==> config.mk <==
export PLATFORM = sky130hd
export DESIGN_NAME = bb_sequencer
export DESIGN_NICKNAME = d
export VERILOG_FILES = /design/src/rtl/bb_pkg.sv /design/src/rtl/bb_tstep_counter.sv /design/src/rtl/bb_sequencer.sv
export SDC_FILE = /design/constraint.sdc
export NUM_CORES = 1
export LEC_CHECK = 0
export CORE_ASPECT_RATIO = 1.4
export CORE_MARGIN = 5
export CORE_UTILIZATION = 40
export DETAILED_ROUTE_END_ITERATION = 10
export PLACE_DENSITY_LB_ADDON = 0.1
export RECOVER_POWER = 50
export SLEW_MARGIN = 20
export SYNTH_ARGS = -nofsm -noshare
export SYNTH_HDL_FRONTEND = slang
export SYNTH_HIERARCHICAL = 1
export SYNTH_SLANG_ARGS = --single-unit
export TNS_END_PERCENT = 5
==> constraint.sdc <==
create_clock -name clk -period 2.1 [get_ports clk]
set_clock_uncertainty 0.2 [all_clocks]
set_input_delay 0.315 -clock clk [delete_from_list [all_inputs] [get_ports clk]]
set_output_delay 0.315 -clock clk [all_outputs]
set_load 0.03 [all_outputs]
==> src/rtl/bb_pkg.sv <==
// Shared encodings for the BitBlaster sequencer.
// Opcodes, instruction classes and timestep states.
package bb_pkg;

    localparam logic [3:0] LOAD = 4'b0000;
    localparam logic [3:0] COPY = 4'b0001;
    localparam logic [3:0] ADD  = 4'b0010;
    localparam logic [3:0] SUB  = 4'b0011;
    localparam logic [3:0] INV  = 4'b0100;
    localparam logic [3:0] FLP  = 4'b0101;
    localparam logic [3:0] AND  = 4'b0110;
    localparam logic [3:0] OR   = 4'b0111;
    localparam logic [3:0] XOR  = 4'b1000;
    localparam logic [3:0] LSL  = 4'b1001;
    localparam logic [3:0] LSR  = 4'b1010;
    localparam logic [3:0] ASR  = 4'b1011;

    localparam logic [3:0] ADDI_ALU = 4'b0010;
    localparam logic [3:0] SUBI_ALU = 4'b0011;

    localparam logic [1:0] CLS_REG  = 2'b00;
    localparam logic [1:0] CLS_ADDI = 2'b10;
    localparam logic [1:0] CLS_SUBI = 2'b11;

    typedef enum logic [1:0] {
        IDLE = 2'd0,
        T1   = 2'd1,
        T2   = 2'd2,
        T3   = 2'd3
    } tstep_t;

endpackage

==> src/rtl/bb_tstep_counter.sv <==
// Timestep register for the sequencer; BB_SEQ_SINGLE_STEP_EN
// adds a step gate that stalls T1..T3 until step is high.
module bb_tstep_counter
    import bb_pkg::*;
(
    input  logic   clk,
    input  logic   rst_n,
`ifdef BB_SEQ_SINGLE_STEP_EN
    input  logic   step,
`endif
    input  logic   advance,
    input  logic   clear,
    output tstep_t state
);

    logic gate;

`ifdef BB_SEQ_SINGLE_STEP_EN
    assign gate = (state == IDLE) || step;
`else
    assign gate = 1'b1;
`endif

    always_ff @(posedge clk or negedge rst_n) begin
        if (!rst_n) begin
            state <= IDLE;
        end else if (gate) begin
            if (clear)
                state <= IDLE;
            else if (advance)
                state <= tstep_t'(state + 2'd1);
        end
    end

endmodule

==> src/rtl/bb_sequencer.sv <==
// BitBlaster multi-cycle control sequencer with start/done handshake.
// Optional single-step mode under BB_SEQ_SINGLE_STEP_EN.
module bb_sequencer
    import bb_pkg::*;
#(
    parameter int DATA_W = 10,
    parameter int REG_AW = 2
) (
    input  logic              clk,
    input  logic              rst_n,
    input  logic              exec,
`ifdef BB_SEQ_SINGLE_STEP_EN
    input  logic              step,
`endif
    input  logic [DATA_W-1:0] data_in,
    output logic [DATA_W-1:0] imm,
    output logic              imm_oe,
    output logic [REG_AW-1:0] rin,
    output logic [REG_AW-1:0] rout,
    output logic              enw,
    output logic              enr,
    output logic              ain,
    output logic              gin,
    output logic              gout,
    output logic [3:0]        alu_cont,
    output logic              ext,
    output logic              irin,
    output logic              busy,
    output logic              done,
    output logic              illegal
);

    localparam int IMM_W = DATA_W - 2 - REG_AW;

    generate
        if (DATA_W != 2 + 2 * REG_AW + 4) begin : g_bad_width
            $error("bb_sequencer: DATA_W must equal 2+2*REG_AW+4");
        end
    endgenerate

    tstep_t            state;
    logic              advance;
    logic              clear;
    logic              live;
    logic [DATA_W-1:0] ir;

    logic [1:0]        cls;
    logic [REG_AW-1:0] rx;
    logic [REG_AW-1:0] ry;
    logic [3:0]        op;
    logic              reg_cls;
    logic              is_ld;
    logic              is_cp;
    logic              is_rop;
    logic              is_iop;

    bb_tstep_counter u_tstep (
        .clk     (clk),
        .rst_n   (rst_n),
`ifdef BB_SEQ_SINGLE_STEP_EN
        .step    (step),
`endif
        .advance (advance),
        .clear   (clear),
        .state   (state)
    );

`ifdef BB_SEQ_SINGLE_STEP_EN
    assign live = (state == IDLE) || step;
`else
    assign live = 1'b1;
`endif

    assign cls     = ir[DATA_W-1 -: 2];
    assign rx      = ir[DATA_W-3 -: REG_AW];
    assign ry      = ir[DATA_W-3-REG_AW -: REG_AW];
    assign op      = ir[3:0];
    assign reg_cls = (cls == CLS_REG);
    assign is_ld   = reg_cls && (op == LOAD);
    assign is_cp   = reg_cls && (op == COPY);
    assign is_rop  = reg_cls && (op >= ADD) && (op <= ASR);
    assign is_iop  = (cls == CLS_ADDI) || (cls == CLS_SUBI);

    assign busy = (state != IDLE);

    always_ff @(posedge clk or negedge rst_n) begin
        if (!rst_n)
            ir <= '0;
        else if (irin)
            ir <= data_in;
    end

    // rst_n gates the outputs so a fetch request cannot leak out during reset
    always_comb begin
        imm      = '0;
        imm_oe   = 1'b0;
        rin      = '0;
        rout     = '0;
        enw      = 1'b0;
        enr      = 1'b0;
        ain      = 1'b0;
        gin      = 1'b0;
        gout     = 1'b0;
        alu_cont = '0;
        ext      = 1'b0;
        irin     = 1'b0;
        done     = 1'b0;
        illegal  = 1'b0;
        advance  = 1'b0;
        clear    = 1'b0;
        if (rst_n && live) begin
            unique case (state)
                IDLE: begin
                    if (exec) begin
                        ext     = 1'b1;
                        irin    = 1'b1;
                        advance = 1'b1;
                    end
                end
                T1: begin
                    unique case (1'b1)
                        is_ld: begin
                            ext   = 1'b1;
                            rin   = rx;
                            enr   = 1'b1;
                            done  = 1'b1;
                            clear = 1'b1;
                        end
                        is_cp: begin
                            rout  = ry;
                            enw   = 1'b1;
                            rin   = rx;
                            enr   = 1'b1;
                            done  = 1'b1;
                            clear = 1'b1;
                        end
                        is_rop, is_iop: begin
                            rout    = rx;
                            enw     = 1'b1;
                            ain     = 1'b1;
                            advance = 1'b1;
                        end
                        default: begin
                            illegal = 1'b1;
                            clear   = 1'b1;
                        end
                    endcase
                end
                T2: begin
                    gin     = 1'b1;
                    advance = 1'b1;
                    if (is_iop) begin
                        imm_oe   = 1'b1;
                        imm      = {{(DATA_W-IMM_W){1'b0}}, ir[IMM_W-1:0]};
                        alu_cont = (cls == CLS_ADDI) ? ADDI_ALU : SUBI_ALU;
                    end else begin
                        rout     = ry;
                        enw      = 1'b1;
                        alu_cont = op;
                    end
                end
                T3: begin
                    gout  = 1'b1;
                    rin   = rx;
                    enr   = 1'b1;
                    done  = 1'b1;
                    clear = 1'b1;
                end
                default: clear = 1'b1;
            endcase
        end
    end

endmodule

Yosys cells after proc, flatten, opt, wreduce, memory -nomap -nowiden
Index checks and enable logic that the tools add are counted.
Storage, ports and cells
  register bits: 12
  latch bits: 0
  RAM bits: 0
  memory bits (read-only): 0
  bits of input ports: 13
  output and inout bits: 29
  logic and storage cells: 72
  memories kept: 0
Cells by class
  add/subtract/negate cells: 1
  $mul: 0
  div/mod/pow operators: 0
  order comparisons: 2
  equality and inequality tests: 6
  shifts and indexed selects: 0
  mux-type cells: 47
  bitwise logic cells: 0
  reductions and logical operators: 14
Operator list (count)
  $mux W1: 27
  $mux W2: 6
  $mux W4: 3
  $mux W6: 2
  $pmux W2 S2: 3
  $mux W10: 1
  $eq A2 B2 Y1 const B: 4
  $pmux W1 S2: 4
  $eq A4 B1 Y1 const B: 1
  $ge A4 B2 Y1 const B: 1
  $le A4 B4 Y1 const B: 1
  $logic_and A1 B1 Y1: 4
  $logic_not A2 Y1: 2
  $logic_not A4 Y1: 1
  $reduce_bool A2 Y1: 2
  $reduce_or A2 Y1: 2
  $reduce_or A4 Y1: 1
  $pmux W1 S3: 1
  $reduce_or A3 Y1: 1
  $add A2 B1 Y2 const B: 1
  $eq A2 B1 Y1 const B: 1
  $logic_or A1 B1 Y1: 1

Depth between registers and ports, before layout
  depth after elaboration: 9
  depth in mapped cells: 7
  mapped depth without buffers: 7

Hierarchy
Netlist, hierarchy kept.
Modules (own cells, without submodules)
  bb_sequencer: instances 1, cells an instance 86, area an instance 790.8 um^2, seq. area each 250.2 um^2
  bb_tstep_counter: instances 1, cells an instance 7, area an instance 88.8 um^2, seq. area each 50.0 um^2

Worst setup path after synthesis
Ideal clock, no wire load.
  path kind: reg2out
  start: reg u_tstep.state[0]
  end: out enr
  arrival time: 1.583 ns
  required time: 1.585 ns
  setup slack: 0.002 ns
  cell stages (with the launch flop): 6
  buffers on the path: 1
  path through: dfrtp_1 ha_1 and2_1 a41oi_1 inv_1 buf_4
Between the ends
  cells in the longest elaborated chain, start to end: 3
  elaborated cells on any way between the ends: 4
  those cells by class: 2 x eq/ne; 2 x mux
Ends and longest elaborated chain
  from (decl): line bb_tstep_counter.sv:13  | output tstep_t state
  from (signal assigned): line bb_tstep_counter.sv:31  | state <= tstep_t'(state + 2'd1);
  $eq A2 B2 Y1 / $eq A2 B1 Y1 (equally long branches)
  $pmux W1 S2 *
  $mux W1 *
  to (decl): line bb_sequencer.sv:21  | output logic enr,
Mark *: on every way between the ends. The rest lies on a longest branch, timed or not.

Final worst setup path
  start: reg u_tstep.state[0]
  end: out rout[0]
Between the ends
  cells in the longest elaborated chain, start to end: 3
  elaborated cells on any way between the ends: 4
  those cells by class: 2 x eq/ne; 2 x mux
Ends and longest elaborated chain
  $eq A2 B2 Y1 / $eq A2 B1 Y1 (equally long branches): line bb_sequencer.sv:112  | unique case (state)
  $pmux W2 S2 *: line bb_sequencer.sv:112
  $mux W2 *: line bb_sequencer.sv:111  | if (rst_n && live) begin
  to (decl): line bb_sequencer.sv:19  | output logic [REG_AW-1:0] rout,
Marks and branches as above.

==> flow_metrics.tcl <==
set metrics [dict create \
    outcome "complete, but fails checks" \
    violations "setup timing" \
    cp_data_required_time_ns 1.58 \
    dieWidth_um 49.6 \
    cts_tree "done" \
    drt_iter0_drc 13 \
    rsz0062_at_grt "true" \
    power.density_mw_per_mm2 1360 \
    cts_buffers 3 \
    netlist_top_cells_area "dfrtp_1 (34%), mux2_2 (13%), ha_1 (5.7%), and2_1 (4.3%), buf_4 (4.3%)" \
    synth.avg_cell_area_um2 9.46 \
    hold_violations 0 \
    yosysWarnings 6 \
    final_nets 171 \
    layout-drive-gt1-share_pct 51.0 \
    syn_inst 93 \
    finalWeightedCongestion 0.785 \
    cts_max_level 1 \
    ir_worst_vdd_v 0.000764 \
    fin_ws_ns -0.197 \
    ant_nets 0 \
    endpoint_kind "primary output" \
    synth_top_cell_by_area "dfrtp_1" \
    worstSetupPathType "reg -> out" \
    synth_area_um2 880 \
    clk_latency_ns 0.28 \
    clkSlewWorstSetupHoldPaths_ns 0.08 \
    grt_max_degree 10 \
    hold_class "reg -> reg" \
    finalMaxSlewViolations 0 \
    synth_cell_types 33 \
    dr.pass1.iters 4 \
    area_delta_synth_final_pct 74.3 \
    antenna_found_initial 0 \
    cts_root_buf "clkbuf_4" \
    grt_pass1_vias 941 \
    p_leak_uw 0.000713 \
    place_area_mm2 0.00131 \
    finalCriticalPeriod_ns 2.30 \
    seqPwrFrac_pct 21.2 \
    num_antenna_cells 0 \
    cts_buffer_depth 2 \
    dieArea_mm2 0.00325 \
    postLayoutCoreUtil_pct 71.2 \
    arrival_ns 1.78 \
    synth_top_area_share_pct 34.1 \
    grt_first_pass_wirelength_mm 4.18 \
    combPwrFrac_pct 69.5 \
    wirelength_mm 2.66 \
    placementRows 20 \
    synth_edf_count 0 \
    synth_top_flop_cell "dfrtp_1" \
    switching_power_uw 921 \
    drcViolationCount 0 \
    drv_cap 0 \
    synth-seq-cells 12 \
    grt_overflow 0 \
    start_util_pct 40.9 \
    swShare_pct 44.2 \
    synth_commonest_cells "dfrtp_1 (12), mux2_2 (10), and2_1 (6), inv_1 (6)" \
    setup_violations 10 \
    wl_per_cell_um 15.2 \
    core_area_mm2 0.00215 \
    hpwl_mm 1.98 \
    power_frac_clock_pct 9.3 \
    critPathMaxFanout 6 \
    max_freq_mhz 435 \
    io_buffer_count 37 \
    viasPerCell 5.10 \
    post-route-period-util_pct 109 \
    num_vias 892 \
    die_h_um 65.5 \
    p_int_uw 1160 \
    clock-sinks 12 \
    yosysSeqAreaShare_pct 34.1 \
    final_area_mm2 0.00153 \
    synthMostInstantiatedCell "dfrtp_1" \
    start_kind "register" \
    async_flop_share_pct 100 \
    ios 42 \
    grtUsageTotal_pct 16.2 \
]
-- final cells by class --
cell class / instances / area [um2]
sequential: 12 / 300
clock buffer: 4 / 36.3
inverter: 6 / 22.5
tap: 22 / 27.5
timing repair buffer: 62 / 543
multi-input combinational: 69 / 603
fill: 174 / 619
-- flip-flops by register name (all words and copies together) (netlist names) --
signal         count
u_tstep/state      2
ir                10
-- routing by layer --
metal / part of all wire, % / wire length, um / global-route usage, % / up-vias
met5: 0 / 0 / 0 / -
met4: 1.1 / 29 / 3.93 / 0
met3: 6.5 / 172 / 4.99 / 5
met2: 56 / 1490 / 30.3 / 29
met1: 37 / 972 / 17.3 / 427
li1: - / - / - / 431
-- what timing repair did --
action                     CTS  global route
resized for setup           27            11
hold endpoints to repair    12             0
setup buffers                6             0
hold buffers                 2             0
pin swaps                    8             3
setup endpoints to repair   21            20
-- power groups by stage --
stage	Clock [uW]	Combinational [uW]	Sequential, uW
finish	194	1450	442
global placement	0	1110	443
global route	203	1550	458
CTS	196	1360	438
floorplan	0	696	444
detailed placement	0	1140	447
-- cells in the final DEF, fill, tap and decap left out, types with 3 or more instances in the layout --
cell type,instances
mux2_2,10
buf_6,11
and2_1,6
nand2_1,4
nand3_1,5
conb_1,4
nor2b_1,3
clkdlybuf4s50_1,11
buf_4,31
inv_1,5
nor2_1,5
dfrtp_1,12
clkbuf_4,4
-- worst max-delay path: stages (launching register included) --
cell     delay [ns]
dfrtp_1        0.42
ha_2           0.22
buf_6          0.13
nor2b_4        0.13
a32oi_4        0.30
o22ai_2        0.14
buf_6          0.16
-- worst paths after layout --
check | from | end | slack (ns) | depth (start not counted)
hold reg to reg | ir[6] | ir[6] | 0.35 | 1
max in group asynchronous | rst_n | ir[1] | 0.82 | 3
setup reg to reg | u_tstep/state[0] | u_tstep/state[1] | 0.09 | 8
hold / removal | ir[6] | ir[6] | 0.35 | 1
min in group asynchronous | rst_n | ir[3] | 0.62 | 3
setup / recovery | u_tstep/state[0] | rout[0] | -0.20 | 6
-- logic make-up (layout without fill, tap and decap cells) --
kind of cell / after synthesis / in the layout / share of synthesized area [%]
compound gates: 15 / 15 / 13.4
xor+xnor: 1 / 1 / 0.996
fa+ha+maj: 4 / 4 / 5.69
buf+inv: 15 / 72 / 8.96
flops: 12 / 12 / 34.1
mux: 11 / 11 / 13.9
other cells: 1 / 4 / 0.426
simple gates: 34 / 34 / 22.5
-- through the flow --
stage          hold WS, ns  std cells  setup slack [ns]  power [uW]  setup TNS, ns
6_report             0.349        175            -0.197        2080          -1.16
5_1_grt              0.374        175            -0.293        2210          -1.96
4_1_cts              0.354        175            -0.186        1990          -1.31
3_5_place_dp         0.331        163            -0.292        1590          -1.66
3_3_place_gp         0.320        163            -0.240        1550          -1.19
2_1_floorplan       -0.181         96           0.00206        1140              0
Power figures use the tool's default switching activity.
